`config.mk`:
```
export PLATFORM = sky130hd
export DESIGN_NAME = quote_generator
export DESIGN_NICKNAME = d
export VERILOG_FILES = /design/src/rtl/quote_generator_pkg.sv /design/src/rtl/quote_generator_tick_rounder.sv /design/src/rtl/quote_generator.sv
export SDC_FILE = /design/constraint.sdc
export NUM_CORES = 1
export LEC_CHECK = 0
export CAP_MARGIN = 20
export CELL_PAD_IN_SITES_DETAIL_PLACEMENT = 1
export CELL_PAD_IN_SITES_GLOBAL_PLACEMENT = 2
export CORE_MARGIN = 4
export CORE_UTILIZATION = 33
export CTS_BUF_LIST = sky130_fd_sc_hd__clkbuf_16
export CTS_CLUSTER_DIAMETER = 60
export DETAILED_ROUTE_END_ITERATION = 8
export PLACE_DENSITY_LB_ADDON = 0.1
export SLEW_MARGIN = 10
export SYNTH_ARGS = -nofsm -noshare
export SYNTH_HDL_FRONTEND = slang
export SYNTH_SLANG_ARGS = --single-unit
export TNS_END_PERCENT = 10
```
`constraint.sdc`:
```
create_clock -name i_clk -period 5 [get_ports i_clk]
set_input_delay 0.5 -clock i_clk [delete_from_list [all_inputs] [get_ports i_clk]]
set_output_delay 0.5 -clock i_clk [all_outputs]
set_load 0.05 [all_outputs]
```
`src/rtl/quote_generator_pkg.sv`:
```
// quote_generator_pkg
//   Shared definitions for the quote generator: default fixed-point word
//   width (Q32.32), fraction-bit count, saturation limits for the default
//   width and the FSM state encoding.
//   No ports (package).
package quote_generator_pkg;

  localparam int FP_WORD_SIZE = 64;
  localparam int FRAC_BITS    = 32;

  localparam logic signed [FP_WORD_SIZE-1:0] FP_SAT_MAX = {1'b0, {(FP_WORD_SIZE-1){1'b1}}};
  localparam logic signed [FP_WORD_SIZE-1:0] FP_SAT_MIN = {1'b1, {(FP_WORD_SIZE-1){1'b0}}};

  typedef enum logic [2:0] {
    IDLE     = 3'd0,
    WAIT_SPR = 3'd1,
    WAIT_RES = 3'd2,
    CALC     = 3'd3,
    OUT      = 3'd4
  } state_t;

endpackage

```
`src/rtl/quote_generator_tick_rounder.sv`:
```
// tick_rounder
//   Aligns one price to a multiple of 2^TICK_SHIFT LSBs and saturates the
//   result into the signed W-bit range. Purely combinational.
//   Ports:
//     value     : W+1 bit signed raw price (one guard bit so res +/- half
//                 never wraps before rounding)
//     ceil_mode : 0 = floor to the tick below, 1 = ceiling to the tick above
//     result    : W bit signed aligned, saturated price
//   TICK_SHIFT must be at least 1.
module tick_rounder #(
  parameter int W          = 64,
  parameter int TICK_SHIFT = 24
) (
  input  logic signed [W:0]   value,
  input  logic                ceil_mode,
  output logic signed [W-1:0] result
);

  // Work in W+2 bits: the guard bit from the caller plus one more so the
  // ceiling bias cannot overflow.
  localparam logic signed [W+1:0] TICK_M1 = {{(W+2-TICK_SHIFT){1'b0}}, {TICK_SHIFT{1'b1}}};
  localparam logic signed [W+1:0] SAT_MAX = {3'b000, {(W-1){1'b1}}};
  localparam logic signed [W+1:0] SAT_MIN = {3'b111, {(W-1){1'b0}}};

  logic signed [W+1:0] ext;
  logic signed [W+1:0] biased;
  logic signed [W+1:0] aligned;

  always_comb begin
    ext     = {value[W], value};
    // Two's complement masking is a floor for either sign; adding
    // (tick - 1) first turns it into a ceiling.
    biased  = ceil_mode ? (ext + TICK_M1) : ext;
    aligned = biased & ~TICK_M1;
    if (aligned > SAT_MAX) begin
      result = SAT_MAX[W-1:0];
    end else if (aligned < SAT_MIN) begin
      result = SAT_MIN[W-1:0];
    end else begin
      result = aligned[W-1:0];
    end
  end

endmodule

```
`src/rtl/quote_generator.sv`:
```
// quote_generator
//   Pairs a reservation price with an optimal spread, then emits a
//   tick-aligned bid/ask quote: bid = floor(res - half), ask = ceil(res + half),
//   half = max(spread, 0) >>> 1, both saturated to the signed word range.
//   An operand left unpaired for TIMEOUT_CYCLES cycles is discarded with a
//   one-cycle o_timeout pulse.
//
//   Handshake: i_res_valid / i_spread_valid are one-cycle qualifiers sampled
//   on the rising edge; they are ignored while the block is in CALC or OUT.
//   o_quote_valid stays high with o_bid_price/o_ask_price frozen until a
//   rising edge sees i_ready=1; that edge consumes the quote.
//
//   Ports:
//     i_clk, i_rst_n             : clock, asynchronous active-low reset
//     i_reservation_price/_valid : reservation price and qualifier
//     i_spread/i_spread_valid    : optimal spread and qualifier
//     i_ready                    : downstream ready
//     o_bid_price, o_ask_price   : registered quotes, o_quote_valid qualifier
//     o_timeout                  : one-cycle pulse on operand discard
//     o_busy                     : high in CALC and OUT
//     o_state                    : current FSM state (debug observation)
//
//   Optional feature: define QUOTE_MIN_SPREAD_EN to force ask >= bid + 1 tick.
module quote_generator #(
  parameter int FP_WORD_SIZE   = quote_generator_pkg::FP_WORD_SIZE,
  parameter int TICK_SHIFT     = 24,
  parameter int TIMEOUT_CYCLES = 16
) (
  input  logic                           i_clk,
  input  logic                           i_rst_n,
  input  logic signed [FP_WORD_SIZE-1:0] i_reservation_price,
  input  logic                           i_res_valid,
  input  logic signed [FP_WORD_SIZE-1:0] i_spread,
  input  logic                           i_spread_valid,
  input  logic                           i_ready,
  output logic signed [FP_WORD_SIZE-1:0] o_bid_price,
  output logic signed [FP_WORD_SIZE-1:0] o_ask_price,
  output logic                           o_quote_valid,
  output logic                           o_timeout,
  output logic                           o_busy,
  output quote_generator_pkg::state_t    o_state
);

  import quote_generator_pkg::*;

  localparam int W  = FP_WORD_SIZE;
  localparam int CW = $clog2(TIMEOUT_CYCLES + 1);
  localparam logic [CW-1:0] TO_LAST = CW'(TIMEOUT_CYCLES - 1);

  state_t              state_q, state_d;
  logic signed [W-1:0] res_q, res_d;
  logic signed [W-1:0] spr_q, spr_d;
  logic [CW-1:0]       cnt_q, cnt_d;
  logic signed [W-1:0] bid_d, ask_d;
  logic                qv_d, to_d;

  // Datapath, evaluated from the latched operands and captured in CALC.
  logic signed [W-1:0] half;
  logic signed [W:0]   bid_raw, ask_raw;
  logic signed [W-1:0] bid_r, ask_r, ask_fin;

  assign half    = spr_q[W-1] ? '0 : (spr_q >>> 1);
  assign bid_raw = {res_q[W-1], res_q} - {half[W-1], half};
  assign ask_raw = {res_q[W-1], res_q} + {half[W-1], half};

  tick_rounder #(.W(W), .TICK_SHIFT(TICK_SHIFT)) u_bid_round (
    .value     (bid_raw),
    .ceil_mode (1'b0),
    .result    (bid_r)
  );

  tick_rounder #(.W(W), .TICK_SHIFT(TICK_SHIFT)) u_ask_round (
    .value     (ask_raw),
    .ceil_mode (1'b1),
    .result    (ask_r)
  );

`ifdef QUOTE_MIN_SPREAD_EN
  localparam logic signed [W:0] TICK_X = {{W{1'b0}}, 1'b1} << TICK_SHIFT;
  localparam logic signed [W:0] MAX_X  = {2'b00, {(W-1){1'b1}}};

  logic signed [W:0] gap;
  logic signed [W:0] bump;

  always_comb begin
    gap  = {ask_r[W-1], ask_r} - {bid_r[W-1], bid_r};
    bump = {bid_r[W-1], bid_r} + TICK_X;
    if (gap < TICK_X) begin
      ask_fin = (bump > MAX_X) ? MAX_X[W-1:0] : bump[W-1:0];
    end else begin
      ask_fin = ask_r;
    end
  end
`else
  assign ask_fin = ask_r;
`endif

  always_comb begin
    state_d = state_q;
    res_d   = res_q;
    spr_d   = spr_q;
    cnt_d   = cnt_q;
    bid_d   = o_bid_price;
    ask_d   = o_ask_price;
    qv_d    = o_quote_valid;
    to_d    = 1'b0;
    unique case (state_q)
      IDLE: begin
        cnt_d = '0;
        if (i_res_valid && i_spread_valid) begin
          res_d   = i_reservation_price;
          spr_d   = i_spread;
          state_d = CALC;
        end else if (i_res_valid) begin
          res_d   = i_reservation_price;
          state_d = WAIT_SPR;
        end else if (i_spread_valid) begin
          spr_d   = i_spread;
          state_d = WAIT_RES;
        end
      end
      WAIT_SPR: begin
        // Pairing takes priority over a pending timeout on the same edge.
        if (i_spread_valid) begin
          spr_d   = i_spread;
          if (i_res_valid) res_d = i_reservation_price;
          state_d = CALC;
        end else if (i_res_valid) begin
          res_d = i_reservation_price;
          cnt_d = '0;
        end else if (cnt_q == TO_LAST) begin
          to_d    = 1'b1;
          res_d   = '0;
          cnt_d   = '0;
          state_d = IDLE;
        end else begin
          cnt_d = cnt_q + CW'(1);
        end
      end
      WAIT_RES: begin
        if (i_res_valid) begin
          res_d   = i_reservation_price;
          if (i_spread_valid) spr_d = i_spread;
          state_d = CALC;
        end else if (i_spread_valid) begin
          spr_d = i_spread;
          cnt_d = '0;
        end else if (cnt_q == TO_LAST) begin
          to_d    = 1'b1;
          spr_d   = '0;
          cnt_d   = '0;
          state_d = IDLE;
        end else begin
          cnt_d = cnt_q + CW'(1);
        end
      end
      CALC: begin
        bid_d   = bid_r;
        ask_d   = ask_fin;
        qv_d    = 1'b1;
        state_d = OUT;
      end
      OUT: begin
        if (i_ready) begin
          qv_d    = 1'b0;
          state_d = IDLE;
        end
      end
      default: begin
        state_d = IDLE;
      end
    endcase
  end

  always_ff @(posedge i_clk or negedge i_rst_n) begin
    if (!i_rst_n) begin
      state_q       <= IDLE;
      res_q         <= '0;
      spr_q         <= '0;
      cnt_q         <= '0;
      o_bid_price   <= '0;
      o_ask_price   <= '0;
      o_quote_valid <= 1'b0;
      o_timeout     <= 1'b0;
    end else begin
      state_q       <= state_d;
      res_q         <= res_d;
      spr_q         <= spr_d;
      cnt_q         <= cnt_d;
      o_bid_price   <= bid_d;
      o_ask_price   <= ask_d;
      o_quote_valid <= qv_d;
      o_timeout     <= to_d;
    end
  end

  assign o_busy  = (state_q == CALC) || (state_q == OUT);
  assign o_state = state_q;

endmodule

```
==> reports/metrics.cfg <==
[status]
outcome=completed

[floorplan]
core_um2=51500
initial_core_util_pct=33.5
die_w_um=237
pin_count=267
die_area_um2=56000
die_h_um=237
num_rows=83

[placed_design]
place.gp.congestion=0.911
port_buffers=265
dpl_cell_area_um2=20300
place_hpwl_um=51600
dp_cells=2965

[global_routing]
grt_pass1_wl_um=100000
grt.overflow.total=0
grt_pass1_vias=16600
grt_use_total_pct=22.4
antenna_found_initial=4
grt_max_degree=147

[yosys]
syn-num-nets=2454
netlist-cell-type-count=77
yosysWarningCount=0
synth_flop_cell=dfrtp_1
synth_edf_count=0
async_flop_share_pct=100
syn_inst=2138
syn_area_um2=17200
yosysSeqAreaShare_pct=31.8
synth_area_leader_cell=dfrtp_1
netlist_top_cells_area=dfrtp_1 (32%), ha_1 (13%), a21oi_1 (8.0%)
synth-seq-cells=219
yosysTopAreaCellShare_pct=31.8
avgSynthCellArea_um2=8.07

[cells_and_area]
area_delta_synth_final_pct=23.7
final_common_cell=a21oi_1
design_area_um2=21300
drive_gt1_share_pct=5.25
fin_cells=3024
mostFrequentLayoutCells=a21oi_1 (273), clkdlybuf4s50_1 (262), nand2_1 (233), dfrtp_1 (218), ha_1 (183)
final_nets=2634

[setup_path]
worstSetupPathType=flip-flop to flip-flop
crit_fanout=31
crit_chain=buf_4 -> nand2b_1 -> ha_1 -> inv_1 -> ha_1 -> and3_1 -> and4_1 -> nand4b_1 -> o211ai_1 -> o32ai_1 -> a21oi_1 -> a221oi_2 -> o41ai_1 -> xor2_1 -> o22a_1
cp.arrival_ns=4.93
cpMaxStageDelayCell=dfrtp_2
crit_end=o_ask_price[62]
r2r-end=o_ask_price[62]
r2r_slack_ns=0.57
critPathLaunchType=flip-flop
path_common_cell=ha_1
ff2ff_path_depth=15
slowest_delay_ns=0.58
end_kind=flip-flop
r2r_start=spr_q[63]
startpoint=spr_q[63]
worstPathRequired_ns=5.50

[sta]
min_period_ns=4.43
timing.final.crit_share_pct=88.5
worst_clock_skew_ns=0.0440
finalHoldViolations=0
report.final.slew_viol_count=0
max_freq_ghz=0.226
rsz0062_at_grt=no
slew_headroom_pct=39.8
tns_ns=0
setup_viol=0
tightest_slew_ns=0.903

[clocking]
cts-resized-gates=0
holdBufCountCts=1
cts_num_sinks=219
cts_buffers=30
clockBufferDepth=3
post_cts_buffers=0
cts-root-buf=clkbuf_16
htreeDepth=1
cts_tree=done
clock_latency_ns=0.62
path_clk_slew_ns=0.06

[run]
drv_cap=0

[detailed_routing]
via_per_inst=5.36
wl_per_cell_um=21.3
wirelength_um=64400
drc=0
postRouteAntennaNets=0
dr.pass1.iters=5
drt_iter0_drc=919
num_vias=16200

[min_path]
min_path_type=primary input to flip-flop

registers in the layout, summed over array words and instances, names as in the netlist:
| register | count |
|---|---|
| o_quote_valid | 1 |
| spr_q | 63 |
| o_timeout | 1 |
| cnt_q | 5 |
| res_q | 64 |
| o_bid_price | 41 |
| o_state | 3 |
| o_ask_price | 41 |
metrics by stage:
step / hold WS [ns] / setup WS, ns / util [%]
after CTS: 0.397 / 0.564 / 41.4
after detailed placement: 0.471 / 0.554 / 39.4
final: 0.418 / 0.573 / 41.4
after global routing: 0.432 / 0.227 / 41.4
after floorplan: 0.204 / 1.32 / -
after global placement: 0.462 / 0.653 / 39.4
cell usage after synthesis (all sizes together) (39+ instances only):
library cell,n
inv,171
dfrtp,219
nand2,236
nand2b,70
a21oi,277
xnor2,53
nor2,108
a21o,39
nand3,158
o21ai,67
buf,61
clkbuf,93
ha,183
worst min-delay path by stage:
stage                          from              end  cells past startpoint
floorplan                   i_rst_n         cnt_q[0]                      0
global placement    o_bid_price[63]  o_bid_price[63]                      2
detailed placement  o_bid_price[63]  o_bid_price[63]                      2
CTS                     i_res_valid        res_q[44]                      3
global route            i_res_valid        res_q[45]                      3
finish                  i_res_valid        res_q[44]                      3
critical path: cells and delay by family, from the launching register on:
family / cells / cell delay [ns]
compound gates: 6 / 1.42
buf+inv: 2 / 0.42
fa+ha+maj: 2 / 0.90
xor+xnor: 1 / 0.14
simple gates: 4 / 0.86
flops: 1 / 0.58
area by class of cell:
type | instances | area, um2
fillers | 6169 | 30200
multi-input cells | 1594 | 10400
flip-flops and latches | 219 | 5480
repair buffers | 302 | 2940
well taps | 680 | 851
clock buffers | 30 | 751
inverters | 171 | 642
clock inverters | 25 | 262
diodes | 3 | 7.51
logic make-up after synthesis:
group / Yosys count / synth area share [%]
AO/OA/AOI/OAI: 635 / 23.7
AND/OR/NAND/NOR: 707 / 19.6
XOR/XNOR: 68 / 3.45
flip-flops: 219 / 31.8
adder cells (fa/ha/maj): 184 / 13.3
buffers and inverters: 325 / 8.20
per-layer routing:
layer / share of wire (%) / GRT usage [%] / up-vias / wire, um
met2: 41 / 32.6 / 342 / 26600
met3: 5.7 / 4.01 / 46 / 3650
met5: 0.020 / 0 / - / 13
met4: 1.1 / 2.99 / 2 / 684
met1: 52 / 35.1 / 7950 / 33500
li1: - / - / 7875 / -
Power is left out: the tool's default activity adds up to more than one toggle a clock period on the data nets, which glitch-free logic cannot reach.
